File: src/rtl/ctrl_cmd_arbiter_pkg.sv
// Shared definitions for the stopwatch/watch command arbiter: command codes,
// ASCII command letters, FSM states and button bit positions.
package ctrl_cmd_arbiter_pkg;

  typedef enum logic [2:0] {
    CMD_NONE    = 3'd0,
    CMD_RUNSTOP = 3'd1,
    CMD_CLEAR   = 3'd2,
    CMD_MODE    = 3'd3,
    CMD_UP      = 3'd4,
    CMD_DOWN    = 3'd5,
    CMD_SEL     = 3'd6
  } cmd_e;

  typedef enum logic [1:0] {
    ST_IDLE,
    ST_ISSUE,
    ST_GAP
  } state_e;

  localparam logic [7:0] ASCII_R    = 8'h52;
  localparam logic [7:0] ASCII_C    = 8'h43;
  localparam logic [7:0] ASCII_M    = 8'h4D;
  localparam logic [7:0] ASCII_U    = 8'h55;
  localparam logic [7:0] ASCII_D    = 8'h44;
  localparam logic [7:0] ASCII_S    = 8'h53;
  localparam logic [7:0] ASCII_R_LC = 8'h72;
  localparam logic [7:0] ASCII_C_LC = 8'h63;
  localparam logic [7:0] ASCII_M_LC = 8'h6D;
  localparam logic [7:0] ASCII_U_LC = 8'h75;
  localparam logic [7:0] ASCII_D_LC = 8'h64;
  localparam logic [7:0] ASCII_S_LC = 8'h73;
  localparam logic [7:0] ASCII_CR   = 8'h0D;
  localparam logic [7:0] ASCII_LF   = 8'h0A;

  localparam int unsigned BTN_R = 0;
  localparam int unsigned BTN_L = 1;
  localparam int unsigned BTN_U = 2;
  localparam int unsigned BTN_D = 3;
  localparam int unsigned BTN_C = 4;

  // Stopwatch commands only make sense in mode 0, watch-set commands in mode 1.
  function automatic logic cmd_mode_ok(input cmd_e cmd, input logic mode);
    case (cmd)
      CMD_RUNSTOP, CMD_CLEAR:    return !mode;
      CMD_UP, CMD_DOWN, CMD_SEL: return mode;
      CMD_MODE:                  return 1'b1;
      default:                   return 1'b0;
    endcase
  endfunction

endpackage

File: src/rtl/ctrl_cmd_arbiter_uart_cmd_decode.sv
// Combinational UART byte -> command decoder; CR/LF are neither commands nor errors.
module uart_cmd_decode
  import ctrl_cmd_arbiter_pkg::*;
#(
  parameter bit ACCEPT_LOWER = 1'b1
) (
  input  logic [7:0] i_data,
  output logic       o_valid,
  output logic       o_err,
  output cmd_e       o_cmd
);

  logic is_eol;

  always_comb begin
    o_cmd  = CMD_NONE;
    is_eol = 1'b0;
    case (i_data)
      ASCII_R:    o_cmd = CMD_RUNSTOP;
      ASCII_C:    o_cmd = CMD_CLEAR;
      ASCII_M:    o_cmd = CMD_MODE;
      ASCII_U:    o_cmd = CMD_UP;
      ASCII_D:    o_cmd = CMD_DOWN;
      ASCII_S:    o_cmd = CMD_SEL;
      ASCII_R_LC: if (ACCEPT_LOWER) o_cmd = CMD_RUNSTOP;
      ASCII_C_LC: if (ACCEPT_LOWER) o_cmd = CMD_CLEAR;
      ASCII_M_LC: if (ACCEPT_LOWER) o_cmd = CMD_MODE;
      ASCII_U_LC: if (ACCEPT_LOWER) o_cmd = CMD_UP;
      ASCII_D_LC: if (ACCEPT_LOWER) o_cmd = CMD_DOWN;
      ASCII_S_LC: if (ACCEPT_LOWER) o_cmd = CMD_SEL;
      ASCII_CR, ASCII_LF: is_eol = 1'b1;
      default: ;
    endcase
    o_valid = (o_cmd != CMD_NONE);
    o_err   = !o_valid && !is_eol;
  end

endmodule

File: src/rtl/ctrl_cmd_arbiter.sv
// Merges button and UART commands into one spaced pulse stream for the
// stopwatch control unit and the watch time-set logic; owns the mode level.
module ctrl_cmd_arbiter
  import ctrl_cmd_arbiter_pkg::*;
#(
  parameter int unsigned GAP_CYCLES   = 2,
  parameter bit          ACCEPT_LOWER = 1'b1
) (
  input  logic       clk,
  input  logic       rst,
  input  logic [4:0] i_btn,
  input  logic [7:0] i_rx_data,
  input  logic       i_rx_done,
  output logic       o_mode,
  output logic       o_sw_runstop,
  output logic       o_sw_clear,
  output logic       o_wt_up,
  output logic       o_wt_down,
  output logic       o_wt_sel,
  output logic       o_cmd_err,
  output logic       o_drop
);

  localparam logic [3:0] GAP_LAST = 4'(GAP_CYCLES - 1);

  state_e     state_q, state_d;
  logic [3:0] gap_cnt_q, gap_cnt_d;
  logic       rr_q, rr_d;
  logic       mode_q, mode_d;
  logic [4:0] pulse_q, pulse_d;
  logic       err_q, err_d;
  logic       drop_q, drop_d;
  logic       btn_vld_q, btn_vld_d;
  logic       rx_vld_q, rx_vld_d;
  cmd_e       btn_slot_q, btn_slot_d;
  cmd_e       rx_slot_q, rx_slot_d;

  logic       dec_valid, dec_err;
  cmd_e       dec_cmd;
  cmd_e       btn_cmd, rx_cmd, gnt_cmd;
  logic       gnt_btn, gnt_rx;

  uart_cmd_decode #(
    .ACCEPT_LOWER(ACCEPT_LOWER)
  ) u_dec (
    .i_data (i_rx_data),
    .o_valid(dec_valid),
    .o_err  (dec_err),
    .o_cmd  (dec_cmd)
  );

  always_comb begin
    btn_cmd = CMD_NONE;
    if (i_btn[BTN_R])      btn_cmd = mode_q ? CMD_SEL  : CMD_RUNSTOP;
    else if (i_btn[BTN_L]) btn_cmd = mode_q ? CMD_NONE : CMD_CLEAR;
    else if (i_btn[BTN_U]) btn_cmd = mode_q ? CMD_UP   : CMD_NONE;
    else if (i_btn[BTN_D]) btn_cmd = mode_q ? CMD_DOWN : CMD_NONE;
    else if (i_btn[BTN_C]) btn_cmd = CMD_MODE;
    rx_cmd = (i_rx_done && dec_valid) ? dec_cmd : CMD_NONE;

    state_d   = state_q;
    gap_cnt_d = gap_cnt_q;
    rr_d      = rr_q;
    mode_d    = mode_q;
    pulse_d   = '0;
    err_d     = i_rx_done && dec_err;
    drop_d    = 1'b0;
    gnt_btn   = 1'b0;
    gnt_rx    = 1'b0;
    gnt_cmd   = CMD_NONE;

    case (state_q)
      ST_IDLE: begin
        // rr_q = 1 favours UART; the pointer only moves when both slots compete.
        if (btn_vld_q && rx_vld_q) begin
          gnt_rx  = rr_q;
          gnt_btn = !rr_q;
          rr_d    = !rr_q;
        end else begin
          gnt_btn = btn_vld_q;
          gnt_rx  = rx_vld_q;
        end
        gnt_cmd = gnt_rx ? rx_slot_q : btn_slot_q;
        if (gnt_btn || gnt_rx) begin
          if (cmd_mode_ok(gnt_cmd, mode_q)) begin
            state_d = ST_ISSUE;
            case (gnt_cmd)
              CMD_RUNSTOP: pulse_d[0] = 1'b1;
              CMD_CLEAR:   pulse_d[1] = 1'b1;
              CMD_UP:      pulse_d[2] = 1'b1;
              CMD_DOWN:    pulse_d[3] = 1'b1;
              CMD_SEL:     pulse_d[4] = 1'b1;
              CMD_MODE:    mode_d     = !mode_q;
              default: ;
            endcase
          end else begin
            err_d = 1'b1;
          end
        end
      end
      ST_ISSUE: begin
        state_d   = ST_GAP;
        gap_cnt_d = '0;
      end
      ST_GAP: begin
        if (gap_cnt_q == GAP_LAST) state_d = ST_IDLE;
        else                       gap_cnt_d = gap_cnt_q + 4'd1;
      end
      default: state_d = ST_IDLE;
    endcase

    // A grant frees its slot on the same edge, so a simultaneous capture still lands.
    btn_vld_d  = btn_vld_q && !gnt_btn;
    btn_slot_d = btn_slot_q;
    if (btn_cmd != CMD_NONE) begin
      if (btn_vld_d) begin
        drop_d = 1'b1;
      end else begin
        btn_vld_d  = 1'b1;
        btn_slot_d = btn_cmd;
      end
    end

    rx_vld_d  = rx_vld_q && !gnt_rx;
    rx_slot_d = rx_slot_q;
    if (rx_cmd != CMD_NONE) begin
      if (rx_vld_d) begin
        drop_d = 1'b1;
      end else begin
        rx_vld_d  = 1'b1;
        rx_slot_d = rx_cmd;
      end
    end
  end

  always_ff @(posedge clk) begin
    if (rst) begin
      state_q    <= ST_IDLE;
      gap_cnt_q  <= '0;
      rr_q       <= 1'b0;
      mode_q     <= 1'b0;
      pulse_q    <= '0;
      err_q      <= 1'b0;
      drop_q     <= 1'b0;
      btn_vld_q  <= 1'b0;
      rx_vld_q   <= 1'b0;
      btn_slot_q <= CMD_NONE;
      rx_slot_q  <= CMD_NONE;
    end else begin
      state_q    <= state_d;
      gap_cnt_q  <= gap_cnt_d;
      rr_q       <= rr_d;
      mode_q     <= mode_d;
      pulse_q    <= pulse_d;
      err_q      <= err_d;
      drop_q     <= drop_d;
      btn_vld_q  <= btn_vld_d;
      rx_vld_q   <= rx_vld_d;
      btn_slot_q <= btn_slot_d;
      rx_slot_q  <= rx_slot_d;
    end
  end

  assign o_mode       = mode_q;
  assign o_sw_runstop = pulse_q[0];
  assign o_sw_clear   = pulse_q[1];
  assign o_wt_up      = pulse_q[2];
  assign o_wt_down    = pulse_q[3];
  assign o_wt_sel     = pulse_q[4];
  assign o_cmd_err    = err_q;
  assign o_drop       = drop_q;

endmodule

File: config.mk
export PLATFORM = sky130hd
export DESIGN_NAME = ctrl_cmd_arbiter
export DESIGN_NICKNAME = d
export VERILOG_FILES = /design/src/rtl/ctrl_cmd_arbiter_pkg.sv /design/src/rtl/ctrl_cmd_arbiter_uart_cmd_decode.sv /design/src/rtl/ctrl_cmd_arbiter.sv
export SDC_FILE = /design/constraint.sdc
export NUM_CORES = 1
export LEC_CHECK = 0
export BUFFER_PORTS_ARGS = -buffer_cell sky130_fd_sc_hd__buf_2
export CAP_MARGIN = 0
export CORE_MARGIN = 1.5
export CORE_UTILIZATION = 58
export DETAILED_ROUTE_END_ITERATION = 10
export GPL_TIMING_DRIVEN = 0
export PLACE_DENSITY = 0.83
export SETUP_SLACK_MARGIN = 0.3
export SYNTH_ARGS = -nofsm -noshare
export SYNTH_HDL_FRONTEND = slang
export SYNTH_SLANG_ARGS = --single-unit
File: constraint.sdc
create_clock -name clk -period 5.24 [get_ports clk]
set_clock_uncertainty 0.15 [all_clocks]
set_input_delay 0.524 -clock clk [delete_from_list [all_inputs] [get_ports clk]]
set_output_delay 0.524 -clock clk [all_outputs]
set_load 0.03 [all_outputs]
==> results.tsv, run 1 <==
metric	value	unit
run_status	complete, no violations	
globalRouteTotalUtil	23.4	%
fillCellCount	193	
switchingPower	0.0954	mW
gp_congestion	0.827	
p_comb_share	18.0	%
sequential_cell_area	460	sq um
final.min_clock_period	1840	ps
cts-buffers-inserted	3	
row_count	17	
grt_start_max_net_pins	13	
hold_viol_final	0	
rr_worst_depth	5	
synthesized_netlist_net_count	184	
place_ws	3180	ps
final.setup.tns	0	ps
die_width	50.7	um
nets	209	
share_of_the_synthesized_area_in_compound_gates_ao_oa_aoi_oai	19.9	%
worstHoldPathType	input port to flop	
worst-r2r-setup-slack	3400	ps
tightest_slew	553	ps
cp-endpoint	o_mode	
worstPathArrival	1910	ps
hp-start	i_rx_done	
synth-edff-count	0	
timing.rr.end	o_mode	
grt_first_pass_wirelength	4.55	mm
initial_utilization	60.8	%
timing.hold.worst_path_depth	3	
critPathMaxFanout	7	
critical_path.reg2reg.startpoint	rr_q	
finalWorstSetupSlack	3400	ps
ys_async_sr_fraction	0	%
dr.first_iter.drc_count	31	
clock_latency	310	ps
drtAntennaViolNets	0	
via_count_of_the_first_global_routing_pass	1132	
fp.dieArea	2570	sq um
worst_hold_slack	356	ps
cts-hold-fix-buffers	0	
synthToLayoutAreaGrowth	12.2	%
postSynth.topFlopCell	dfxtp_1	
design.portCount	24	
drt-vias-per-instance	5.89	
layout.cells.most_common_list	dfxtp_1, buf_2, nor2_1	
cts_tree	done	
synth_simple_gate_area_share	29.6	%
ctsRootBufferMaster	clkbuf_4	
antenna_cells_inserted	0	
slew_headroom	62.7	%
yosys.area_share.xor_xnor	2.65	%
slew_violations	0	
ys_ff_latch	23	
synth_top_family_by_area	simple AND/OR/NAND/NOR gates	
yosys.area_share.adder	1.90	%
fmax	543	MHz
max-cap-violations	0	
timing.final.setup_violations	0	
syn-mean-instance-area	7.95	sq um
dr_total_vias	1285	
yosysUniqueCellTypes	45	
total_power	0.330	mW
layout-drive-gt1-share	17.4	%
power.leakage	0.579	nW
post_synthesis_instance_total	166	
internal_power	0.234	mW
cts.repair_timing.setup_buffer_count	0	
multi_input_area	790	sq um
io_buffer_count	20	
die_span_y	50.7	um
cts.path.max_buffers	2	
cts.sinks	23	
yosysWarningCount	0	
route.detailed.drc	0	
peak_vdd_ir	0.000159	V
cellPowerDensity	223	nW/um^2
postRouteWirelength	2.80	mm
antenna_violations_before_repair	0	
coreArea	2170	sq um
globalRoute.totalOverflow	0	
endpoint_kind	flop	
timing.critical_path.from_type	flop	
timing_worst_setup_path_type	flop to flop	
final_clock_period_utilization_by_the_worst_path	35.1	%
synthMuxAreaShare	5.78	%
clkSlewWorstSetupHoldPaths	130	ps
maximum_level_of_the_cts_h_tree	1	
power.sequential.fraction	56.8	%
drt_pre_antenna_iters	5	
routed_wire_length_per_instance	12.8	um
cp-startpoint	rr_q	
power.switching_fraction	28.9	%
final_common_cell	dfxtp_1	
worst_ep_required_time	5310	ps
rsz0062_at_grt	false	
synth-seq-area-share	34.9	%
dp_hpwl	2.10	mm
post_syn_area	1320	sq um
post_cts_resized	0	
clock_power_share	25.2	%
[logic make-up after synthesis]
group,Yosys count
multiplexers,7
AND/OR/NAND/NOR,78
buffers and inverters,15
AO/OA/AOI/OAI,37
adder cells (fa/ha/maj),2
flip-flops,23
XOR/XNOR,4
[flip-flops by register name, summed over array words and instances, names as in the netlist]
register	cells
o_cmd_err	1
rx_vld_q	1
rx_slot_q	3
gap_cnt_q	4
rr_q	1
state_q	2
pulse_q	5
o_mode	1
btn_vld_q	1
o_drop	1
btn_slot_q	3
[per-layer routing]
layer  GRT usage [%]  routed length (um)  up-vias
li1                -                   -      645
met1            27.2                1200      579
met2            40.8                1410       56
met3            2.68                 155        5
met4            14.4                  38        0
met5               0                   0        -
[layout make-up]
cell class / count / area share, %
Tap cell: 28 / 2.36
Inverter: 7 / 1.77
Multi-Input combinational cell: 128 / 53.3
Timing Repair Buffer: 20 / 6.76
Clock buffer: 4 / 1.77
Sequential cell: 23 / 31.1
Buffer: 8 / 2.96
[power by group through the flow]
stage / clock network [mW] / registers [mW] / logic (mW)
3_3_place_gp: 0 / 0.191 / 0.0564
4_1_cts: 0.0848 / 0.187 / 0.0589
6_report: 0.0830 / 0.187 / 0.0593
3_5_place_dp: 0 / 0.191 / 0.0585
5_1_grt: 0.0876 / 0.188 / 0.0654
2_1_floorplan: 0 / 0.194 / 0.0378
[synthesized netlist by cell type (2+ instances only)]
| library cell | count | area [sq um] |
|---|---|---|
| dfxtp_1 | 23 | 460 |
| nor2_1 | 21 | 78.8 |
| nand2_1 | 15 | 56.3 |
| nor3_1 | 11 | 55.1 |
| a21oi_1 | 9 | 45.0 |
| o21ai_0 | 8 | 40.0 |
| inv_1 | 7 | 26.3 |
| nand3_1 | 7 | 35.0 |
| and2_1 | 5 | 31.3 |
| mux2i_1 | 5 | 50.1 |
| a211o_1 | 4 | 35.0 |
| clkbuf_1 | 4 | 15.0 |
| nand2b_1 | 4 | 25.0 |
| a211oi_1 | 3 | 22.5 |
| nor3b_1 | 3 | 22.5 |
| o211ai_1 | 3 | 22.5 |
| xor2_1 | 3 | 26.3 |
| buf_2 | 2 | 10.0 |
| ha_1 | 2 | 25.0 |
| nor2b_1 | 2 | 12.5 |
[worst max-delay path, cell delays in order (launching register included)]
cell and delay (ps):
dfxtp_1 360, nand2b_2 210, nand2_2 160, mux2_4 350
a211oi_2 170, mux2_2 350
[how the worst min path moves through the flow]
stage	end	slack, ps
detailed placement	rx_slot_q[2]	350
global route	rx_vld_q	370
floorplan	rx_slot_q[2]	320
finish	rx_vld_q	360
CTS	rx_vld_q	350
global placement	rx_slot_q[2]	340
[metrics by stage]
stage               util (%)  std cells  instance area [sq um]
finish                  68.3        218                   1480
global route            68.3        218                   1480
CTS                     68.3        218                   1480
detailed placement      67.1        214                   1460
global placement        67.1        214                   1460
floorplan                  -        166                   1320
Power figures use the tool's default switching activity.
==> inputs of run 2 (changes only) <==
--- a/config.mk
+++ b/config.mk
@@ -8,10 +8,10 @@
 export BUFFER_PORTS_ARGS = -buffer_cell sky130_fd_sc_hd__buf_2
 export CAP_MARGIN = 0
 export CORE_MARGIN = 1.5
-export CORE_UTILIZATION = 58
+export CORE_UTILIZATION = 54
 export DETAILED_ROUTE_END_ITERATION = 10
 export GPL_TIMING_DRIVEN = 0
-export PLACE_DENSITY = 0.83
+export PLACE_DENSITY = 0.78
 export SETUP_SLACK_MARGIN = 0.3
 export SYNTH_ARGS = -nofsm -noshare
 export SYNTH_HDL_FRONTEND = slang
==> constraint.sdc (replaced) <==
create_clock -name clk -period 1.81 [get_ports clk]
set_clock_uncertainty 0.15 [all_clocks]
set_input_delay 0.181 -clock clk [delete_from_list [all_inputs] [get_ports clk]]
set_output_delay 0.181 -clock clk [all_outputs]
set_load 0.03 [all_outputs]
==> run 2 against run 1 <==
Count of clock-buffer cells in the layout down 1. Final cell count up 5.0%. Non-clock buffer count up 11. Design area up 17%. Global-route usage down 0.13 points. Register-to-register slack worse by 3200 ps. Clock power rose to 2.9 times the previous value. Hold slack worse by 330 ps. Die area up 7.0%. Combinational power rose to 3.9 times the previous value. Sequential share of layout area down 3.5 points. Critical path type unchanged. Largest cell class unchanged.
==> results.tsv, run 2 (synthesized netlist as in run 1, its figures left out) <==
metric	value	unit
run_status	complete, no violations	
cpMaxStageDelayCell	dfxtp_2	
rr_worst_depth	5	
fmax	620	MHz
worst_path_largest_cell_delay	340	ps
fp.dieArea	2750	sq um
maximum_level_of_the_cts_h_tree	1	
layout-drive-gt1-share	39.3	%
cts_tree	done	
timing.rr.end	o_mode	
cp-endpoint	o_mode	
crit_path_frequent_cell	mux2_4	
peak_vdd_ir	0.000443	V
layout.cell_area.non_filler	1730	sq um
max-cap-violations	0	
final.setup.tns	0	ps
clock_latency	310	ps
dp_hpwl	2.10	mm
final_clock_period_utilization_by_the_worst_path	89.1	%
cts-hold-fix-buffers	0	
gp_congestion	0.882	
slew_violations	0	
worst_ep_required_time	1880	ps
clkSlewWorstSetupHoldPaths	130	ps
final.min_clock_period	1610	ps
regMostFlops	pulse_q	
tightest_slew	561	ps
timing.final.setup_violations	0	
globalRouteTotalUtil	23.3	%
cp-startpoint	rr_q	
postRouteWirelength	3.25	mm
placement.cell_area	1480	sq um
critical_path_buf_inv_count	0	
design.portCount	24	
cts.path.max_buffers	2	
power.leakage	0.683	nW
timing.critical_path.from_type	flop	
grt_start_max_net_pins	14	
dr.first_iter.drc_count	29	
dr_total_vias	1311	
antenna_cells_inserted	0	
critPathMaxFanout	4	
critical_path.reg2reg.startpoint	rr_q	
cellPowerDensity	592	nW/um^2
coreArea	2250	sq um
ctsRootBufferMaster	clkbuf_4	
die_span_y	52.4	um
drt-vias-per-instance	5.72	
top_regs	pulse_q: 5 flops, gap_cnt_q: 4 flops	
slew_headroom	62.6	%
worst-r2r-setup-slack	200	ps
grt_first_pass_wirelength	4.80	mm
drtAntennaViolNets	0	
dp_cells	214	
die_width	52.4	um
timing_worst_setup_path_type	flop to flop	
critical_path.cell_chain	nand2b_4 > nand2_4 > mux2_4 > a211oi_2 > mux2_4	
endpoint_kind	flop	
globalRoute.totalOverflow	0	
initial_utilization	58.5	%
flip_flop_count_of_the_largest_register_after_layout	5	
route.detailed.drc	0	
layout.cells.most_common_list	buf_2, nor2_1, dfxtp_1	
worstHoldPathType	input port to flop	
worstPathArrival	1680	ps
synthToLayoutAreaGrowth	30.8	%
cts-buffers-inserted	3	
nets	220	
row_count	17	
layoutNonFillerInstCount	229	
via_count_of_the_first_global_routing_pass	1142	
hold_viol_final	0	
crit_cells	5	
drt_pre_antenna_iters	5	
final_common_cell	buf_2	
path_delay_family	multiplexers	
rsz0062_at_grt	true	
antenna_violations_before_repair	0	
io_buffer_count	20	
routed_wire_length_per_instance	14.2	um
cts.sinks	23	
-- run 2: cell count changes in the layout (fill, tap and decap cells not counted), moves of 3 or more --
cell      delta
nor2_2       +3
dfxtp_1      -9
buf_4       +11
dfxtp_2      +7
nor2_1       -3
clkbuf_1     -3
inv_1        -3
-- run 2: layout make-up --
| class | count | area, sq um |
|---|---|---|
| multi-input combinational | 128 | 923 |
| tap | 28 | 35.0 |
| buffer | 8 | 52.6 |
| fill | 176 | 528 |
| clock inverter | 1 | 5.00 |
| clock buffer | 3 | 22.5 |
| timing repair buffer | 31 | 183 |
| sequential | 23 | 477 |
| inverter | 7 | 28.8 |
-- run 2: what timing repair did --
item                                    CTS  global route
resized for setup                        18            26
pin swaps                                 4             9
endpoints found under the setup margin   13            16
setup buffers                             6             5
-- run 2: worst reg2reg max path, stage by stage (launching register included) --
cell and delay [ps]:
dfxtp_2 340, nand2b_4 160, nand2_4 70, mux2_4 300, a211oi_2 180, mux2_4 310
-- run 2: worst min-delay path by stage --
stage / from / to / slack, ps / depth (start not counted)
finish: i_rx_done / rx_vld_q / 30 / 3
CTS: i_rx_done / rx_vld_q / 20 / 3
global route: i_rx_done / rx_vld_q / 20 / 3
global placement: rx_slot_q[2] / rx_slot_q[2] / 350 / 2
detailed placement: rr_q / rr_q / 360 / 2
floorplan: i_rx_done / o_drop / 200 / 2
-- run 2: where the power goes --
part | internal [mW] | switching, mW
logic | 0.0999 | 0.133
registers | 0.525 | 0.0208
clock network | 0.0825 | 0.160
total | 0.708 | 0.314
-- run 2: metrics by stage --
stage               total power, mW  hold slack, ps  setup WS, ps  util, %
floorplan                     0.675             205           194        -
global placement              0.721             351           150     65.4
finish                         1.02            30.0           198     76.6
CTS                           0.977            18.7           167     70.8
detailed placement            0.729             357           116     65.4
global route                   1.07            20.2           160     76.6
-- run 2: per-layer routing --
| layer | vias up | routed length, um | global-route usage (%) |
|---|---|---|---|
| met5 | - | 0 | 0 |
| met4 | 0 | 41 | 7.26 |
| met3 | 5 | 146 | 4.29 |
| met2 | 36 | 1690 | 42.5 |
| met1 | 604 | 1370 | 27.1 |
| li1 | 666 | - | - |
==> inputs of run 3 (changes only) <==
--- a/config.mk
+++ b/config.mk
@@ -11,6 +11,7 @@
 export CORE_UTILIZATION = 54
 export DETAILED_ROUTE_END_ITERATION = 10
 export GPL_TIMING_DRIVEN = 0
+export HOLD_SLACK_MARGIN = 0.08
 export PLACE_DENSITY = 0.78
 export SETUP_SLACK_MARGIN = 0.3
 export SYNTH_ARGS = -nofsm -noshare
==> run 3 against run 2 <==
Hold slack improved by 57 ps. Design area is 2.9% higher. Global-route usage increased by 0.23 points. Via count up 0.99%. Maximum frequency about the same. Final cell count up 2.2%. Die area unchanged. Sequential share of layout area decreased by 0.78 points. Utilization is 2.2 points higher. Critical endpoint unchanged. Largest cell class unchanged.
==> results.tsv, run 3 (synthesized netlist as in run 1, its figures left out) <==
metric	value	unit
run_status	complete, no violations	
top_regs	pulse_q: 5 flops, gap_cnt_q: 4 flops	
row_count	17	
timing.critical_path.from_type	flop	
peak_vdd_ir	0.000464	V
worstHoldPathType	input port to flop	
cts.path.max_buffers	2	
grt_first_pass_wirelength	4.86	mm
critPathMaxFanout	4	
die_span_y	52.4	um
routed_wire_length_per_instance	14.0	um
final.min_clock_period	1610	ps
grt_start_max_net_pins	14	
worstPathArrival	1690	ps
final.setup.tns	0	ps
gp_congestion	0.882	
io_buffer_count	20	
synthToLayoutAreaGrowth	34.6	%
route.detailed.drc	0	
drtAntennaViolNets	0	
cellPowerDensity	580	nW/um^2
antenna_cells_inserted	0	
rsz0062_at_grt	true	
endpoint_kind	flop	
fp.dieArea	2750	sq um
fillCellCount	162	
final_common_cell	buf_2	
dr.first_iter.drc_count	26	
power.leakage	0.704	nW
slew_violations	0	
fmax	620	MHz
maximum_level_of_the_cts_h_tree	1	
initial_utilization	58.5	%
layout-drive-gt1-share	38.3	%
flip_flop_count_of_the_largest_register_after_layout	5	
slew_headroom	63.0	%
via_count_of_the_first_global_routing_pass	1171	
die_width	52.4	um
coreArea	2250	sq um
nets	225	
design.portCount	24	
cts-buffers-inserted	3	
ctsRootBufferMaster	clkbuf_4	
globalRoute.totalOverflow	0	
regMostFlops	pulse_q	
postRouteWirelength	3.27	mm
clock_latency	320	ps
timing.final.setup_violations	0	
globalRouteTotalUtil	23.5	%
hold_viol_final	0	
total_power	1.03	mW
clkSlewWorstSetupHoldPaths	130	ps
layout.cells.most_common_list	buf_2, nor2_1, dfxtp_1	
drt-vias-per-instance	5.66	
drt_pre_antenna_iters	4	
final_clock_period_utilization_by_the_worst_path	89.1	%
tightest_slew	555	ps
cts.sinks	23	
antenna_violations_before_repair	0	
cts_tree	done	
timing_worst_setup_path_type	flop to flop	
dp_hpwl	2.10	mm
max-cap-violations	0	
dr_total_vias	1324	
worst_ep_required_time	1880	ps
==> run 3: cell types whose count changed in the layout (fill, tap and decap cells not counted) <==
| cell | delta |
|---|---|
| dlygate4sd3_1 | +5 |
==> run 3: layout make-up <==
| cell class | instances | area, sq um | share of cell area (%) |
|---|---|---|---|
| Buffer | 8 | 52.6 | 2.96 |
| Clock buffer | 3 | 22.5 | 1.27 |
| Clock inverter | 1 | 5.00 | 0.282 |
| Inverter | 7 | 28.8 | 1.62 |
| Multi-Input combinational cell | 128 | 923 | 52.0 |
| Sequential cell | 23 | 477 | 26.8 |
| Tap cell | 28 | 35.0 | 1.97 |
| Timing Repair Buffer | 36 | 233 | 13.1 |
==> run 3: final timing paths <==
kind / from / endpoint / slack (ps) / cells past startpoint
max: rr_q / o_mode / 200 / 5
min: i_btn[0] / btn_vld_q / 90 / 3
min reg2reg: rx_slot_q[2] / rx_slot_q[2] / 380 / 2
max reg2reg: rr_q / o_mode / 200 / 5
==> run 3: what timing repair did <==
action                                 4_1_cts  5_1_grt
setup buffers                                6        5
pin swaps                                    4        9
hold buffers                                 5        0
endpoints found under the hold margin        5        0
setup endpoints to repair                   13       16
gates resized for setup                     18       26
==> run 3: worst max-delay path: stages (launching register included) <==
cell and delay (ps):
dfxtp_2 340, nand2b_4 160, nand2_4 70, mux2_4 300
a211oi_2 180, mux2_4 310
==> run 3: metrics by stage <==
stage / util [%] / std cells / worst slack [ps] / instance area (sq um) / hold slack, ps
floorplan: - / 166 / 194 / 1340 / 205
global placement: 65.4 / 214 / 150 / 1480 / 351
detailed placement: 65.4 / 214 / 116 / 1480 / 357
CTS: 73.0 / 229 / 167 / 1650 / 85.9
global route: 78.8 / 234 / 160 / 1780 / 107
finish: 78.8 / 234 / 197 / 1780 / 86.9
==> run 3: power by group <==
| part | internal [mW] | switching [mW] | total [mW] |
|---|---|---|---|
| sequential | 0.525 | 0.0206 | 0.546 |
| combinational | 0.107 | 0.134 | 0.241 |
| clock | 0.0827 | 0.162 | 0.244 |
==> run 3: layer usage <==
| layer | GRT usage, % | up-vias | part of all wire [%] |
|---|---|---|---|
| li1 | - | 674 | - |
| met4 | 8.12 | 0 | 1.7 |
| met3 | 4.57 | 6 | 3.9 |
| met2 | 42.3 | 37 | 51 |
| met5 | 0 | - | 0 |
| met1 | 27.4 | 607 | 43 |
